$ cat config.mk
export PLATFORM = sky130hd
export DESIGN_NAME = id_ex_stage
export DESIGN_NICKNAME = d
export VERILOG_FILES = /design/src/rtl/pipe_pkg.sv /design/src/rtl/fwd_mux3.sv /design/src/rtl/id_ex_stage.sv
export SDC_FILE = /design/constraint.sdc
export NUM_CORES = 1
export LEC_CHECK = 0
export CAP_MARGIN = 20
export CORE_AREA = 2 2 156 158
export CTS_CLUSTER_DIAMETER = 30
export DETAILED_ROUTE_END_ITERATION = 6
export DIE_AREA = 0 0 158 160
export MAX_ROUTING_LAYER = met4
export PLACE_DENSITY = 0.78
export SLEW_MARGIN = 20
export SYNTH_ARGS = -nofsm -noshare
export SYNTH_HDL_FRONTEND = slang
export SYNTH_SLANG_ARGS = --single-unit
$ cat constraint.sdc
create_clock -name clk -period 3.6 [get_ports clk]
set_clock_uncertainty 0.05 [all_clocks]
set_input_delay 0.72 -clock clk [delete_from_list [all_inputs] [get_ports clk]]
set_output_delay 0.72 -clock clk [all_outputs]
set_load 0.005 [all_outputs]
$ cat src/rtl/pipe_pkg.sv
// Shared widths, forwarding encodings and the ID/EX register layout for the RV32I pipeline.
package pipe_pkg;

   localparam int XLEN   = 32;
   localparam int REG_W  = 5;
   localparam int ALUC_W = 3;

   localparam logic [1:0] FWD_RF  = 2'b00;
   localparam logic [1:0] FWD_WB  = 2'b01;
   localparam logic [1:0] FWD_MEM = 2'b10;

   typedef struct packed {
      logic              reg_write;
      logic              mem_read;
      logic              mem_write;
      logic              alu_src;
      logic [ALUC_W-1:0] alu_ctrl;
   } idex_ctrl_t;

   // An all-zero idex_t is an architectural NOP.
   typedef struct packed {
      logic [XLEN-1:0]  rd1;
      logic [XLEN-1:0]  rd2;
      logic [XLEN-1:0]  imm;
      logic [XLEN-1:0]  pc;
      logic [REG_W-1:0] rs1;
      logic [REG_W-1:0] rs2;
      logic [REG_W-1:0] rdst;
      idex_ctrl_t       ctrl;
   } idex_t;

   function automatic logic [31:0] sat_inc32(input logic [31:0] v);
      return (v == 32'hFFFF_FFFF) ? v : v + 32'd1;
   endfunction

endpackage

$ cat src/rtl/fwd_mux3.sv
// Three-source operand select driven by a forwarding code; the reserved code falls back to the register file.
module fwd_mux3
   import pipe_pkg::*;
#(
   parameter int W = XLEN
) (
   input  logic [1:0]   sel,
   input  logic [W-1:0] rf_val,
   input  logic [W-1:0] wb_val,
   input  logic [W-1:0] mem_val,
   output logic [W-1:0] y
);

   always_comb begin
      y = rf_val;
      case (sel)
         FWD_MEM: y = mem_val;
         FWD_WB:  y = wb_val;
         default: y = rf_val;
      endcase
   end

endmodule

$ cat src/rtl/id_ex_stage.sv
// ID/EX pipeline register with load-use hazard detection and forwarded Execute operands.
// Optional hazard counters (stall_cnt, flush_cnt) are built when HAZARD_STATS_EN is defined.
module id_ex_stage
   import pipe_pkg::*;
(
   input  logic              clk,
   input  logic              reset,
   input  logic [XLEN-1:0]   rd1_d,
   input  logic [XLEN-1:0]   rd2_d,
   input  logic [XLEN-1:0]   imm_d,
   input  logic [XLEN-1:0]   pc_d,
   input  logic [REG_W-1:0]  rs1_d,
   input  logic [REG_W-1:0]  rs2_d,
   input  logic [REG_W-1:0]  rdst_d,
   input  logic              reg_write_d,
   input  logic              mem_read_d,
   input  logic              mem_write_d,
   input  logic              alu_src_d,
   input  logic [ALUC_W-1:0] alu_ctrl_d,
   input  logic              pc_src_e,
   input  logic [1:0]        forward_a_e,
   input  logic [1:0]        forward_b_e,
   input  logic [XLEN-1:0]   alu_result_m,
   input  logic [XLEN-1:0]   result_w,
   output logic [REG_W-1:0]  rs1_e,
   output logic [REG_W-1:0]  rs2_e,
   output logic [REG_W-1:0]  rdst_e,
   output logic              reg_write_e,
   output logic              mem_read_e,
   output logic              mem_write_e,
   output logic [ALUC_W-1:0] alu_ctrl_e,
   output logic [XLEN-1:0]   pc_e,
   output logic [XLEN-1:0]   imm_e,
   output logic [XLEN-1:0]   src_a_e,
   output logic [XLEN-1:0]   src_b_e,
   output logic [XLEN-1:0]   write_data_e,
   output logic              stall_f,
   output logic              stall_d,
   output logic              flush_d
`ifdef HAZARD_STATS_EN
   ,
   output logic [31:0]       stall_cnt,
   output logic [31:0]       flush_cnt
`endif
);

   idex_t ex_q;
   idex_t ex_d;
   logic  lw_stall;
   logic  bubble;

   // x0 is never a real producer, so a load into it cannot create a hazard.
   assign lw_stall = ex_q.ctrl.mem_read && (ex_q.rdst != '0) &&
                     ((ex_q.rdst == rs1_d) || (ex_q.rdst == rs2_d));
   assign bubble   = lw_stall || pc_src_e;
   assign stall_f  = lw_stall && !pc_src_e;
   assign stall_d  = stall_f;
   assign flush_d  = pc_src_e;

   always_comb begin
      ex_d = '0;
      if (!bubble) begin
         ex_d.rd1            = rd1_d;
         ex_d.rd2            = rd2_d;
         ex_d.imm            = imm_d;
         ex_d.pc             = pc_d;
         ex_d.rs1            = rs1_d;
         ex_d.rs2            = rs2_d;
         ex_d.rdst           = rdst_d;
         ex_d.ctrl.reg_write = reg_write_d;
         ex_d.ctrl.mem_read  = mem_read_d;
         ex_d.ctrl.mem_write = mem_write_d;
         ex_d.ctrl.alu_src   = alu_src_d;
         ex_d.ctrl.alu_ctrl  = alu_ctrl_d;
      end
   end

   always_ff @(posedge clk) begin
      if (reset) begin
         ex_q <= '0;
      end else begin
         ex_q <= ex_d;
      end
   end

   assign rs1_e       = ex_q.rs1;
   assign rs2_e       = ex_q.rs2;
   assign rdst_e      = ex_q.rdst;
   assign reg_write_e = ex_q.ctrl.reg_write;
   assign mem_read_e  = ex_q.ctrl.mem_read;
   assign mem_write_e = ex_q.ctrl.mem_write;
   assign alu_ctrl_e  = ex_q.ctrl.alu_ctrl;
   assign pc_e        = ex_q.pc;
   assign imm_e       = ex_q.imm;

   fwd_mux3 #(.W(XLEN)) u_fwd_a (
      .sel     (forward_a_e),
      .rf_val  (ex_q.rd1),
      .wb_val  (result_w),
      .mem_val (alu_result_m),
      .y       (src_a_e)
   );

   fwd_mux3 #(.W(XLEN)) u_fwd_b (
      .sel     (forward_b_e),
      .rf_val  (ex_q.rd2),
      .wb_val  (result_w),
      .mem_val (alu_result_m),
      .y       (write_data_e)
   );

   assign src_b_e = ex_q.ctrl.alu_src ? ex_q.imm : write_data_e;

`ifdef HAZARD_STATS_EN
   logic [31:0] stall_cnt_q;
   logic [31:0] stall_cnt_d;
   logic [31:0] flush_cnt_q;
   logic [31:0] flush_cnt_d;

   always_comb begin
      stall_cnt_d = stall_cnt_q;
      flush_cnt_d = flush_cnt_q;
      if (stall_f) begin
         stall_cnt_d = sat_inc32(stall_cnt_q);
      end
      if (pc_src_e) begin
         flush_cnt_d = sat_inc32(flush_cnt_q);
      end
   end

   always_ff @(posedge clk) begin
      if (reset) begin
         stall_cnt_q <= '0;
         flush_cnt_q <= '0;
      end else begin
         stall_cnt_q <= stall_cnt_d;
         flush_cnt_q <= flush_cnt_d;
      end
   end

   assign stall_cnt = stall_cnt_q;
   assign flush_cnt = flush_cnt_q;
`endif

endmodule

==> results.cfg, run 1 <==
[logic_synthesis]
ys_seq_elements = 150
synth-seq-area-share_pct = 41.2
ys_types = 21
postSynthAreaPerCell_sq_um = 8.44
synth_warnings = 0
synth_cells = 864
synth_fp_nets = 1089
syn_area_sq_um = 7290

[routing]
drt_pass1_iterations = 7
route.detailed.drc = 0
wire_per_inst_microns = 18.1
first_iter_violations = 394
vias_per_cell = 4.80
ant_nets = 0
drt_wl_total_mm = 27.3
vias = 7237

[floorplan]
fp-row-count = 57
core_area_sq_um = 23800
die_y_microns = 160
initial_core_util_pct = 30.6
io_pins = 405
fp.dieArea_sq_um = 25300
die_w_microns = 158

[cells_and_area]
fin_util_pct = 49.6
fin_nets = 1395
drive_above_1_share_pct = 17.4
area.sequential_sq_um = 3000
final_cells = 1508
multi_input_area_sq_um = 3300
syn_to_final_growth_pct = 62.1
num-fill-cells = 2244

[grt]
grt_max_degree = 151
overflow = 0
grt_util_all_layers_pct = 21.6
first_global_vias = 7240
antenna_found_initial = 1
grt_pass1_wl_mm = 40.6

[worst_setup_path]
worst_r2r_path_depth = 4
path_cells = clkdlybuf4s50_1 > inv_1 > ha_2 > buf_4 > nand2_1 > o21ai_0 > clkdlybuf4s50_1
rr_endpoint = pc_e[0]
r2r_start = rdst_e[1]
cp_common_cell = clkdlybuf4s50_1
endpoint_kind = output port
path_max_fanout = 28
rrSetupSlack_ns = 1.38
path_class = input pin to output port
worstPathRequired_ns = 2.83
slowest_delay_ns = 0.57
cp-start-kind = input pin
critical_path.slowest_cell = clkdlybuf4s50_1
arrival_ns = 2.72

[timing]
fmax_ghz = 0.286
setup_viol = 0
hold_viol = 0
fin_setup_tns_ns = 0
worst_pin_slew_ns = 1.12
fin_crit_sh_pct = 97.0
whs_ns = 0.768
rsz0062_at_grt = no
slew_headroom_pct = 25.4
min_period_ns = 3.49
report.final.slew_viol_count = 0

[clock_network]
clock_latency_ns = 0.41
cts_root_buf = clkbuf_16
cts_tree = built
clock_path_buffers = 2
cts_hold_buf = 0
cts.sinks = 150
cts_made_buffers = 17
path_clk_slew_ns = 0.07
h-tree-depth = 4

[min_path]
min_from = alu_src_d
hp-class = input pin to flip-flop
min_to = ex_q[3]
holdPathStages = 3

[pwr]
p_leak_uw = 0.00432
finalPower_uw = 4560
power_density_nw_per_um2 = 386
ir_drop_mv = 0.235

[place]
finalWeightedCongestion = 0.909
dp_cells = 1473
io_buffers = 404
dp_hpwl_mm = 19.5

[job]
cap_violations = 0

[outcome]
status = completed
==> state kept, by name, indices dropped and copies added, names as in the netlist <==
signal	count
reg_write_e	1
mem_read_e	1
imm_e	32
alu_ctrl_e	3
pc_e	32
rdst_e	5
mem_write_e	1
rs1_e	5
rs2_e	5
ex_q	65
==> synth_stat cells <==
cell,n,area [sq um]
nand2_1,216,811
dfxtp_1,150,3000
a21oi_2,90,788
buf_4,84,631
a22oi_1,64,480
o21ai_0,64,320
a21oi_1,60,300
clkbuf_1,54,203
mux2_2,32,360
buf_6,11,124
buf_2,10,50.1
xnor2_1,10,87.6
buf_1,4,15.0
ha_1,4,50.1
inv_1,4,15.0
nand3_1,2,10.0
and3b_1,1,8.76
nor2_1,1,3.75
o21a_1,1,7.51
o22ai_2,1,12.5
or4_1,1,7.51
==> worst max-delay path by stage <==
stage	start	to	slack, ns	cells after the start
after floorplan	forward_b_e[0]	src_b_e[19]	0.90	6
after global placement	forward_b_e[0]	src_b_e[14]	-0.14	8
after detailed placement	forward_b_e[1]	src_b_e[29]	-0.17	9
after CTS	forward_a_e[0]	src_a_e[13]	0.1	7
after global routing	forward_a_e[0]	src_a_e[13]	0.03	7
final	forward_a_e[0]	src_a_e[13]	0.11	7
==> final cells by class <==
type                       instances  share of cell area, %
timing repair buffer             450                   38.1
tap                              324                   3.43
clock buffer                      17                   3.60
multi-input combinational        547                   27.9
sequential                       150                   25.4
clock inverter                    14                   1.30
antenna                            2                 0.0424
inverter                           4                  0.127
==> where the power goes <==
group | switching, uW | internal (uW)
registers | 31.1 | 1730
clock network | 803 | 985
logic | 412 | 605
==> per-stage QoR <==
step                area, sq um  setup slack [ns]
finish                    11800             0.109
global route              11800            0.0270
CTS                       11800            0.0988
detailed placement        11200            -0.166
global placement          11200            -0.144
floorplan                  7290             0.903
==> worst max-delay path, delay by kind of cell <==
| kind | cells | cell delay, ns |
|---|---|---|
| AO/OA/AOI/OAI | 1 | 0.13 |
| adder cells (fa/ha/maj) | 1 | 0.35 |
| buffers and inverters | 4 | 1.39 |
| AND/OR/NAND/NOR | 1 | 0.12 |
==> layer usage <==
layer  global-route usage, %  vias up  part of all wire [%]
li1                        -     3455                     -
met1                    24.7     3369                    40
met2                    35.3      361                    48
met3                    6.19       52                   9.0
met4                    8.97        0                   3.6
met5                       -        -                     0
==> cells by family after synthesis <==
group,share of synthesized area [%]
flip-flops,41.2
AND/OR/NAND/NOR,11.5
AO/OA/AOI/OAI,26.2
XOR/XNOR,1.20
multiplexers,4.94
adder cells (fa/ha/maj),0.687
buffers and inverters,14.2
==> what timing repair did <==
item / 4_1_cts / 5_1_grt
buffers inserted: 1 / 0
endpoints found under the setup margin: 45 / 0
gates resized for setup: 7 / 0
==> placed cells by master, fill, tap and decap left out, drive strengths merged, types with 4 or more instances in the layout <==
master         instances
clkdlybuf4s50        402
nand2                216
dfxtp                150
a21oi                150
a22oi                 64
o21ai                 64
buf                   46
mux2                  32
clkbuf                17
inv                   14
xnor2                 10
ha                     4
No activity file was read; power rests on OpenSTA's default activity.
==> inputs of run 2 (changes only) <==
--- a/config.mk
+++ b/config.mk
@@ -6,10 +6,10 @@
 export NUM_CORES = 1
 export LEC_CHECK = 0
 export CAP_MARGIN = 20
-export CORE_AREA = 2 2 156 158
+export CORE_AREA = 2 2 155 157
 export CTS_CLUSTER_DIAMETER = 30
 export DETAILED_ROUTE_END_ITERATION = 6
-export DIE_AREA = 0 0 158 160
+export DIE_AREA = 0 0 157 159
 export MAX_ROUTING_LAYER = met4
 export PLACE_DENSITY = 0.78
 export SLEW_MARGIN = 20
==> constraint.sdc (replaced) <==
create_clock -name clk -period 3.6 [get_ports clk]
set_clock_uncertainty 0.05 [all_clocks]
set_input_delay 0.54 -clock clk [delete_from_list [all_inputs] [get_ports clk]]
set_output_delay 0.54 -clock clk [all_outputs]
set_load 0.005 [all_outputs]
==> run 2 against run 1 <==
  * Critical path depth up 1
  * Count of clock-buffer cells in the layout is 1 higher
  * Critical endpoint is now src_b_e[14]
  * Worst setup slack better by 0.17 ns
  * Wire length grew 0.65%
==> results.cfg, run 2 (synthesized netlist as in run 1, its figures left out) <==
[worst_setup_path]
worstPathRequired_ns = 3.01
slowest_delay_ns = 0.50
path_cells = clkdlybuf4s50_1 > inv_1 > ha_1 > buf_4 > a22oi_1 > o21ai_0 > mux2_2 > clkdlybuf4s50_1
arrival_ns = 2.73
critical_path.slowest_cell = clkdlybuf4s50_1
endpoint_kind = output port
path_class = input pin to output port
path_max_fanout = 17
cp-start-kind = input pin
cp_common_cell = clkdlybuf4s50_1
worst_r2r_path_depth = 5
rrSetupSlack_ns = 1.43

[timing]
worst_pin_slew_ns = 0.947
setup_viol = 0
setup_ws_ns = 0.282
fmax_ghz = 0.301
slew_headroom_pct = 36.9
report.final.slew_viol_count = 0
fin_crit_sh_pct = 92.2
hold_viol = 0
rsz0062_at_grt = no
whs_ns = 0.596
fin_setup_tns_ns = 0
min_period_ns = 3.32

[cells_and_area]
final_cells = 1481
num-fill-cells = 2174
layout_commonest_cell = clkdlybuf4s50_1
syn_to_final_growth_pct = 59.6
drive_above_1_share_pct = 15.9
final_cell_mix = clkdlybuf4s50_1 (404), nand2_1 (216), dfxtp_1 (149)
fin_util_pct = 50.1
fin_nets = 1374
largest_reg_flops = 65
regMostFlops = ex_q
n_antenna_cell = 0

[clock_network]
path_clk_slew_ns = 0.07
cts_root_buf = clkbuf_16
cts.sinks = 150
cts_made_buffers = 17
clock_path_buffers = 2
cts-resized-gates = 0
cts_hold_buf = 0
h-tree-depth = 4
cts_tree = built
clock_latency_ns = 0.42
post-cts-setup-buffers = 0

[pwr]
power_switching_uw = 1260
p_seq_share_pct = 38.5
power_density_nw_per_um2 = 393
ir_drop_mv = 0.290
pwr-share-comb_pct = 21.4
p_leak_uw = 0.00421
sw_frac_of_total_pct = 27.7
p_clk_share_pct = 40.2
internal_power_uw = 3310

[floorplan]
io_pins = 405
die_y_microns = 159
core_area_sq_um = 23200
fp-row-count = 56
initial_core_util_pct = 31.4
die_w_microns = 157
fp.dieArea_sq_um = 25000

[place]
dp_hpwl_mm = 19.9
finalWeightedCongestion = 0.876
post-place-ws_ns = 0.297
dp_cells = 1449
io_buffers = 404

[grt]
first_global_vias = 6858
overflow = 0
grt_pass1_wl_mm = 39.5
grt_util_all_layers_pct = 21.5
antenna_found_initial = 1
grt_max_degree = 151

[routing]
first_iter_violations = 374
vias = 7116
vias_per_cell = 4.80
drt_wl_total_mm = 27.4
route.detailed.drc = 0
wire_per_inst_microns = 18.5
drt_pass1_iterations = 5
ant_nets = 0

[outcome]
status = completed

[min_path]
hp-class = input pin to flip-flop
holdPathStages = 3

[job]
cap_violations = 0
## run 2: cell types whose count changed in the layout (fill, tap and decap cells not counted), moves of 2 or more
cell             previous run  this run
buf_4                      37        16
ha_4                        2         0
clkdlybuf4s50_1           402       404
diode_2                     2         0
dlygate4sd2_1               2         0
## run 2: power groups by stage
stage	logic (uW)	clock network [uW]	registers (uW)
floorplan	394	0	1780
finish	977	1840	1760
detailed placement	976	0	1800
global route	1040	1950	1760
CTS	981	1890	1760
global placement	970	0	1790
## run 2: per-layer routing
metal / track usage [%] / up-vias / share of wire, %
li1: - / 3423 / -
met1: 24.5 / 3305 / 40
met2: 37.4 / 348 / 49
met3: 5.63 / 40 / 8.3
met4: 5.55 / 0 / 2.2
met5: - / - / 0
## run 2: metrics by stage
step                power (uW)  instance area (sq um)
finish                    4570                  11600
global route              4750                  11600
CTS                       4630                  11600
detailed placement        2770                  11000
global placement          2760                  11000
floorplan                 2180                   7290
## run 2: final cells by class
cell class / instances / area, sq um / share of cell area (%)
Sequential cell: 150 / 3000 / 25.8
Clock buffer: 18 / 439 / 3.78
Timing Repair Buffer: 429 / 4340 / 37.4
Tap cell: 319 / 399 / 3.43
Multi-Input combinational cell: 547 / 3280 / 28.2
Clock inverter: 14 / 151 / 1.30
Inverter: 4 / 15.0 / 0.129
## run 2: critical path: cells and delay by family
family / cells / cell delay (ns)
fa+ha+maj: 1 / 0.20
compound gates: 2 / 0.48
mux: 1 / 0.28
buf+inv: 4 / 1.22
## run 2: worst paths after layout
kind	endpoint	from
worst min register to register	rs2_e[0]	mem_read_e
worst min-delay path	ex_q[145]	rd1_d[27]
worst max register to register	pc_e[0]	rdst_e[0]
worst max-delay path	src_b_e[14]	forward_b_e[1]
